File: config.mk
export PLATFORM = sky130hd
export DESIGN_NAME = crossbar_shift_scheduler_flat
export DESIGN_NICKNAME = d
export VERILOG_FILES = /design/src/rtl/crossbar_pkg.sv /design/src/rtl/crossbar_shift_scheduler_if.sv /design/src/rtl/crossbar_rr_shift_pick.sv /design/src/rtl/crossbar_shift_scheduler.sv /design/src/flat_wrapper.sv
export SDC_FILE = /design/constraint.sdc
export NUM_CORES = 1
export LEC_CHECK = 0
export ABC_AREA = 1
export BUFFER_PORTS_ARGS = -buffer_cell sky130_fd_sc_hd__buf_2
export CAP_MARGIN = 20
export CELL_PAD_IN_SITES_DETAIL_PLACEMENT = 2
export CELL_PAD_IN_SITES_GLOBAL_PLACEMENT = 2
export CORE_UTILIZATION = 30
export DETAILED_ROUTE_END_ITERATION = 16
export GPL_ROUTABILITY_DRIVEN = 0
export PLACE_DENSITY_LB_ADDON = 0.1
export SLEW_MARGIN = 40
export SYNTH_ARGS = -nofsm -noshare
export SYNTH_HDL_FRONTEND = slang
export SYNTH_SLANG_ARGS = --single-unit
File: constraint.sdc
create_clock -name clk -period 6.57 [get_ports clk]
set_input_delay 0.3285 -clock clk [delete_from_list [all_inputs] [get_ports clk]]
set_output_delay 0.3285 -clock clk [all_outputs]
set_load 0.1 [all_outputs]
File: src/rtl/crossbar_pkg.sv
// ---------------------------------------------------------------------------
// crossbar_pkg
// Shared definitions for the barrel-shifter crossbar and its scheduler.
//   N      : number of crossbar ports
//   W      : data width per port (used by the data path, not the scheduler)
//   PTR_W  : width of a port index / shift value
//   state_e: scheduler state (ARB = choosing a shift, XFER = shift held)
//   mod_sub/mod_add: index arithmetic mod N. This is a plain modulo, so it
//   is correct for any N, including N that is not a power of two.
// ---------------------------------------------------------------------------
package crossbar_pkg;

    localparam int N     = 8;
    localparam int W     = 8;
    localparam int PTR_W = $clog2(N);

    typedef enum logic {
        ARB  = 1'b0,
        XFER = 1'b1
    } state_e;

    // (a - b) mod N, for a, b in [0, N-1]
    function automatic logic [PTR_W-1:0] mod_sub(input int a, input int b);
        return PTR_W'((a + N - b) % N);
    endfunction

    // (a + b) mod N, for a, b in [0, N-1]
    function automatic logic [PTR_W-1:0] mod_add(input int a, input int b);
        return PTR_W'((a + b) % N);
    endfunction

endpackage

File: src/rtl/crossbar_shift_scheduler_if.sv
// ---------------------------------------------------------------------------
// crossbar_shift_scheduler_if
// Handshake bundle between the crossbar inputs/outputs and the scheduler.
//   req_valid[i] : input i has a beat pending
//   req_dest[i]  : destination output of input i (stable during a packet)
//   req_last[i]  : the pending beat of input i ends its packet
//   req_ready[i] : the beat of input i is accepted this cycle
//   out_ready[k] : output k can accept a beat
//   out_valid[k] : output k carries a valid beat this cycle
//   shift_o      : shift value for the barrel-shifter data path
//   busy         : a transfer is in progress
// Modports: master = traffic/crossbar side, slave = scheduler side.
// ---------------------------------------------------------------------------
interface crossbar_shift_scheduler_if;
    import crossbar_pkg::*;

    logic [N-1:0]            req_valid;
    logic [N-1:0][PTR_W-1:0] req_dest;
    logic [N-1:0]            req_last;
    logic [N-1:0]            req_ready;
    logic [N-1:0]            out_ready;
    logic [N-1:0]            out_valid;
    logic [PTR_W-1:0]        shift_o;
    logic                    busy;

    modport master (
        output req_valid, req_dest, req_last, out_ready,
        input  req_ready, out_valid, shift_o, busy
    );

    modport slave (
        input  req_valid, req_dest, req_last, out_ready,
        output req_ready, out_valid, shift_o, busy
    );

endinterface

File: src/rtl/crossbar_rr_shift_pick.sv
// ---------------------------------------------------------------------------
// crossbar_rr_shift_pick
// Combinational round-robin picker over shift values.
//   has_match[s] : shift s would serve at least one pending request
//   ptr          : first shift value to consider
//   pick         : first s in ptr, ptr+1, ... (mod N) with has_match[s]
//   found        : some shift has a match (pick is 0 when low)
// ---------------------------------------------------------------------------
module crossbar_rr_shift_pick
    import crossbar_pkg::*;
(
    input  logic [N-1:0]     has_match,
    input  logic [PTR_W-1:0] ptr,
    output logic [PTR_W-1:0] pick,
    output logic             found
);

    always_comb begin
        pick  = '0;
        found = 1'b0;
        for (int k = 0; k < N; k++) begin
            if (!found && has_match[mod_add(int'(ptr), k)]) begin
                found = 1'b1;
                pick  = mod_add(int'(ptr), k);
            end
        end
    end

endmodule

File: src/rtl/crossbar_shift_scheduler.sv
// ---------------------------------------------------------------------------
// crossbar_shift_scheduler
// Chooses a shift for the barrel-shifter crossbar (out[k] = in[(k+shift)%N])
// and runs the per-beat handshakes while that shift is held.
//   clk, rst_n : clock, asynchronous active-low reset
//   enable     : allows a new arbitration to start (a transfer in progress
//                always completes)
//   bus        : handshake bundle (slave modport), see the interface file
// ARB picks the round-robin first shift serving a pending request and
// freezes the set of inputs it serves (grant). XFER keeps shift and grant
// fixed until every granted packet has sent its last beat.
// ---------------------------------------------------------------------------
module crossbar_shift_scheduler
    import crossbar_pkg::*;
(
    input  logic                         clk,
    input  logic                         rst_n,
    input  logic                         enable,
    crossbar_shift_scheduler_if.slave    bus
);

    state_e           state_q, state_d;
    logic [PTR_W-1:0] shift_q, shift_d;
    logic [PTR_W-1:0] ptr_q,   ptr_d;
    logic [N-1:0]     grant_q, grant_d;

    // match_mask[s][i]: input i is pending and shift s routes it to its dest
    logic [N-1:0][N-1:0] match_mask;
    logic [N-1:0]        has_match;
    logic [PTR_W-1:0]    pick;
    logic                found;
    logic                in_xfer;
    logic [N-1:0]        req_ready_c;
    logic [N-1:0]        out_valid_c;
    logic [N-1:0]        done_mask;

    genvar gs, gi;
    generate
        for (gs = 0; gs < N; gs++) begin : g_shift
            for (gi = 0; gi < N; gi++) begin : g_in
                assign match_mask[gs][gi] = bus.req_valid[gi] &&
                                            (bus.req_dest[gi] == mod_sub(gi, gs));
            end
            assign has_match[gs] = |match_mask[gs];
        end
    endgenerate

    crossbar_rr_shift_pick u_pick (
        .has_match (has_match),
        .ptr       (ptr_q),
        .pick      (pick),
        .found     (found)
    );

    assign in_xfer = (state_q == XFER);

    // Input i drives output (i - shift); output k is fed by input (k + shift).
    generate
        for (gi = 0; gi < N; gi++) begin : g_port
            assign req_ready_c[gi] = in_xfer && grant_q[gi] &&
                                     bus.out_ready[mod_sub(gi, int'(shift_q))];
            assign out_valid_c[gi] = in_xfer &&
                                     grant_q[mod_add(gi, int'(shift_q))] &&
                                     bus.req_valid[mod_add(gi, int'(shift_q))];
        end
    endgenerate

    assign done_mask     = bus.req_valid & req_ready_c & bus.req_last;

    assign bus.req_ready = req_ready_c;
    assign bus.out_valid = out_valid_c;
    assign bus.shift_o   = shift_q;
    assign bus.busy      = in_xfer;

    always_comb begin
        state_d = state_q;
        shift_d = shift_q;
        ptr_d   = ptr_q;
        grant_d = grant_q;
        case (state_q)
            ARB: begin
                if (enable && found) begin
                    shift_d = pick;
                    grant_d = match_mask[pick];
                    state_d = XFER;
                end
            end
            XFER: begin
                // Every packet finishing on this edge is released together.
                grant_d = grant_q & ~done_mask;
                if (grant_d == '0) begin
                    state_d = ARB;
                    ptr_d   = mod_add(int'(shift_q), 1);
                end
            end
            default: begin
                state_d = ARB;
                grant_d = '0;
            end
        endcase
    end

    always_ff @(posedge clk or negedge rst_n) begin
        if (!rst_n) begin
            state_q <= ARB;
            shift_q <= '0;
            ptr_q   <= '0;
            grant_q <= '0;
        end else begin
            state_q <= state_d;
            shift_q <= shift_d;
            ptr_q   <= ptr_d;
            grant_q <= grant_d;
        end
    end

endmodule

File: src/flat_wrapper.sv
// flat-port wrapper written by rule: the top's interface ports become plain ports
module crossbar_shift_scheduler_flat import crossbar_pkg::*;
  (clk, rst_n, enable, bus_req_valid, bus_req_dest, bus_req_last, bus_out_ready, bus_req_ready, bus_out_valid, bus_shift_o, bus_busy);
  crossbar_shift_scheduler_if bus_i ();
  input  logic clk;
  input  logic rst_n;
  input  logic enable;
  input wire logic [$bits(bus_i.req_valid)-1:0] bus_req_valid;
  input wire logic [$bits(bus_i.req_dest)-1:0] bus_req_dest;
  input wire logic [$bits(bus_i.req_last)-1:0] bus_req_last;
  input wire logic [$bits(bus_i.out_ready)-1:0] bus_out_ready;
  output wire logic [$bits(bus_i.req_ready)-1:0] bus_req_ready;
  output wire logic [$bits(bus_i.out_valid)-1:0] bus_out_valid;
  output wire logic [$bits(bus_i.shift_o)-1:0] bus_shift_o;
  output wire logic [$bits(bus_i.busy)-1:0] bus_busy;
  assign bus_i.req_valid = bus_req_valid;
  assign bus_i.req_dest = bus_req_dest;
  assign bus_i.req_last = bus_req_last;
  assign bus_i.out_ready = bus_out_ready;
  assign bus_req_ready = bus_i.req_ready;
  assign bus_out_valid = bus_i.out_valid;
  assign bus_shift_o = bus_i.shift_o;
  assign bus_busy = bus_i.busy;
  crossbar_shift_scheduler u_core (.clk(clk), .rst_n(rst_n), .enable(enable), .bus(bus_i));
endmodule
==> results by group <==
Finish
  • Fill count: about 1800
  • Commonest non-fill, non-tap cell in the layout: nand2_1
  • Post-Layout Inst Area: 0.00443 sq mm
  • Final Instance Count excl. Fillers: 992
  • ANT cells: 0
  • Commonest non-fill, non-tap cells in the layout: 254 x nand2_1, 123 x nand3_1, 118 x inv_1
  • Share of cells above drive strength 1: 15.6%
  • Syn-to-layout area delta: 12.8%
  • Layout Nets: roughly 880

Yosys
  • Synth cell types: 43
  • Synth top area share: about a quarter
  • Syn_nets: about 830
  • Yosys warning count: 0
  • Largest area contributor in the netlist: nand2_1
  • Seq cells post-synth: 15
  • Sequential fraction of the synthesis area: a little under a tenth
  • Top cells by area, synth: nand2_1 24%, nand3_1 16%, inv_1 11%
  • Synthesized instance count: roughly 770
  • Most used DFF post-synth: dfrtp_1
  • Post-synth EDFFs: 0
  • Post-synthesis area per instance: about 5 sq um
  • Synthesized cell area: between 0.003 and 0.004 sq mm
  • Async S/R FF share, synth: 100%

Setup path
  • Worst Setup SP: u_core.ptr_q[0]$_DFFE_PN0P_
  • CP Capture Type: flip-flop
  • CP max FO: 33
  • Reg2reg start: u_core.ptr_q[0]$_DFFE_PN0P_
  • Crit path arrival time: about 4.7 ns
  • R2R setup slack: roughly 2.0 ns
  • CP required: between 6 and 7 ns
  • Startpoint Class: flip-flop
  • Critical R2R Capture: u_core.grant_q[7]$_DFFE_PN0P_
  • R2R depth: 18
  • Setup crit end: u_core.grant_q[7]$_DFFE_PN0P_
  • Crit Path Category: flip-flop to flip-flop

STA
  • RSZ-0062 raised after global routing: false
  • Final period util: roughly 70%
  • Final setup TNS: 0 ns
  • Hold Fails Final Rpt: 15
  • Fmax: roughly 220 MHz
  • Hold slack final: -0.00406 ns
  • Final slew viol count: 0
  • Slew headroom: a little over half
  • Clock skew: between 0.003 and 0.004 ns
  • Actual slew at the worst max-slew pin: about 0.71 ns
  • Crit path time final: approximately 4.5 ns
  • # setup viols final: 0

Floorplan
  • Die height: 116 um
  • Die Wd: 116 um
  • Die area: approximately 0.014 sq mm
  • Initial Utilization: between 30% and 40%
  • Top Ports: between 70 and 80
  • Row cnt: between 40 and 50
  • Core ar.: 0.0127 sq mm

Clocking
  • Root Buffer: clkbuf_16
  • Max clock buf depth: 2
  • Clock sinks: 15
  • PostCTS Resize Cnt: 0
  • CTS tree: built
  • Hold_buf cts: 0
  • Clock-pin slew of the registers on the worst-case setup and hold paths: 0.05 ns
  • H-tree Lvls: 1
  • Worst skew pair latency: about 0.25 ns
  • Post-CTS Repair Setup Buffers: 0
  • CTS Buf Count: 3

Place
  • Placed cells: just under 1000
  • Hpwl dp: 14900 um
  • Port bufs: 70
  • Cell Area, Placed: 0.00435 sq mm

Routing
  • DRT Wirelength: between 15000 and 20000 um
  • Routed via count: between 5000 and 6000
  • DR WL/cell: around 18 um
  • DRC violations left: 0
  • Initial DRC Count: 166
  • DR vias/cell: about 5.3
  • Routed Antenna Nets: 0
  • Router iterations before antenna repair: 4

Global route
  • Vias in the first global route: 5463
  • GRT overflow: 0
  • Total GRT Usage: between 20% and 30%
  • First-pass GRT wire length: 28200 um
  • Pin count of the biggest net entering global routing: 43
  • Initial antenna violation count: 0

Job
  • Max-cap viol count: 0

Run status
  • Status: finished, violations left
  • Failing checks: hold timing

Min path
  • Class of the worst hold path: input pin to asynchronous set/reset pin
## state kept, by name, indices dropped and copies added, names as in the netlist
| register | flops |
|---|---|
| u_core.bus.busy | 1 |
| u_core.ptr_q | 3 |
| u_core.bus.shift_o | 3 |
| u_core.grant_q | 8 |
## worst max-delay path, cell delays in order (launching register included)
cell and delay, ns:
dfrtp_1 0.60, inv_1 0.29, ha_1 0.46, inv_1 0.24, nand3_1 0.17, nand2_2 0.13
nand2_1 0.07, nand2_1 0.12, nand2_1 0.08, nand2_1 0.09, a21boi_1 0.20, nand3_2 0.58
nand2_2 0.79, nand2_1 0.14, nand3_1 0.13, nand3_1 0.09, nand3_1 0.14, nand2_1 0.08
inv_1 0.06
## cell families (layout without fill, tap and decap cells)
family,after synthesis,after routing,share of synthesized area (%)
AO/OA/AOI/OAI,84,84,12.9
flip-flops,15,15,9.55
buffers and inverters,162,210,16.9
XOR/XNOR,6,6,1.34
AND/OR/NAND/NOR,501,501,58.1
adder cells (fa/ha/maj),4,4,1.27
## layer usage
layer | share of wire [%] | track usage [%] | wire, um | vias up
li1 | - | - | - | 2546
met1 | 46 | 35.3 | 8160 | 2566
met2 | 50 | 49.4 | 8840 | 92
met3 | 3.7 | 1.56 | 649 | 6
met4 | 0.48 | 2.82 | 86 | 0
met5 | 0 | 0 | 0 | -
## final cells by class
cell class | instances | area [sq um] | share of cell area, %
timing repair buffer | 71 | 358 | 8.07
inverter | 135 | 507 | 11.4
multi-input combinational | 595 | 2900 | 65.3
clock buffer | 3 | 75.1 | 1.69
tap | 172 | 215 | 4.85
clock inverter | 1 | 7.51 | 0.169
sequential | 15 | 375 | 8.47
## stage by stage
step	hold slack [ns]	util (%)	worst slack [ns]
floorplan	0.0329	-	0.141
CTS	0.00703	34.8	2.11
global placement	0.269	34.2	2.40
detailed placement	0.271	34.2	2.13
global route	0.0167	34.8	1.62
finish	-0.00406	34.8	2.02
## synthesized netlist by cell type, types with 3 or more instances
master / count
ha_1: 4
nand4_1: 13
clkbuf_1: 9
a21oi_1: 7
xnor2_1: 4
nor2_2: 14
o21ai_1: 5
inv_2: 16
buf_6: 4
o211ai_1: 3
buf_4: 4
nor2_1: 54
a211oi_1: 9
nor2_4: 4
nand2_2: 5
nand3b_1: 21
dfrtp_1: 15
or2_2: 4
inv_1: 118
buf_2: 9
o21ai_0: 50
nand2_1: 254
nand3_1: 123
## how the worst min path moves through the flow
stage,cells past startpoint,to,slack (ns)
floorplan,0,u_core.bus.busy$_DFF_PN0_,0.03
global placement,1,u_core.bus.shift_o[2]$_DFFE_PN0P_,0.27
detailed placement,1,u_core.bus.busy$_DFF_PN0_,0.27
CTS,1,u_core.bus.shift_o[0]$_DFFE_PN0P_,0.007
global route,1,u_core.grant_q[3]$_DFFE_PN0P_,0.02
finish,1,u_core.bus.busy$_DFF_PN0_,-0.004
Power is not shown: default switching activity piles up to over one toggle a cycle in this logic, so the estimate is an artifact.
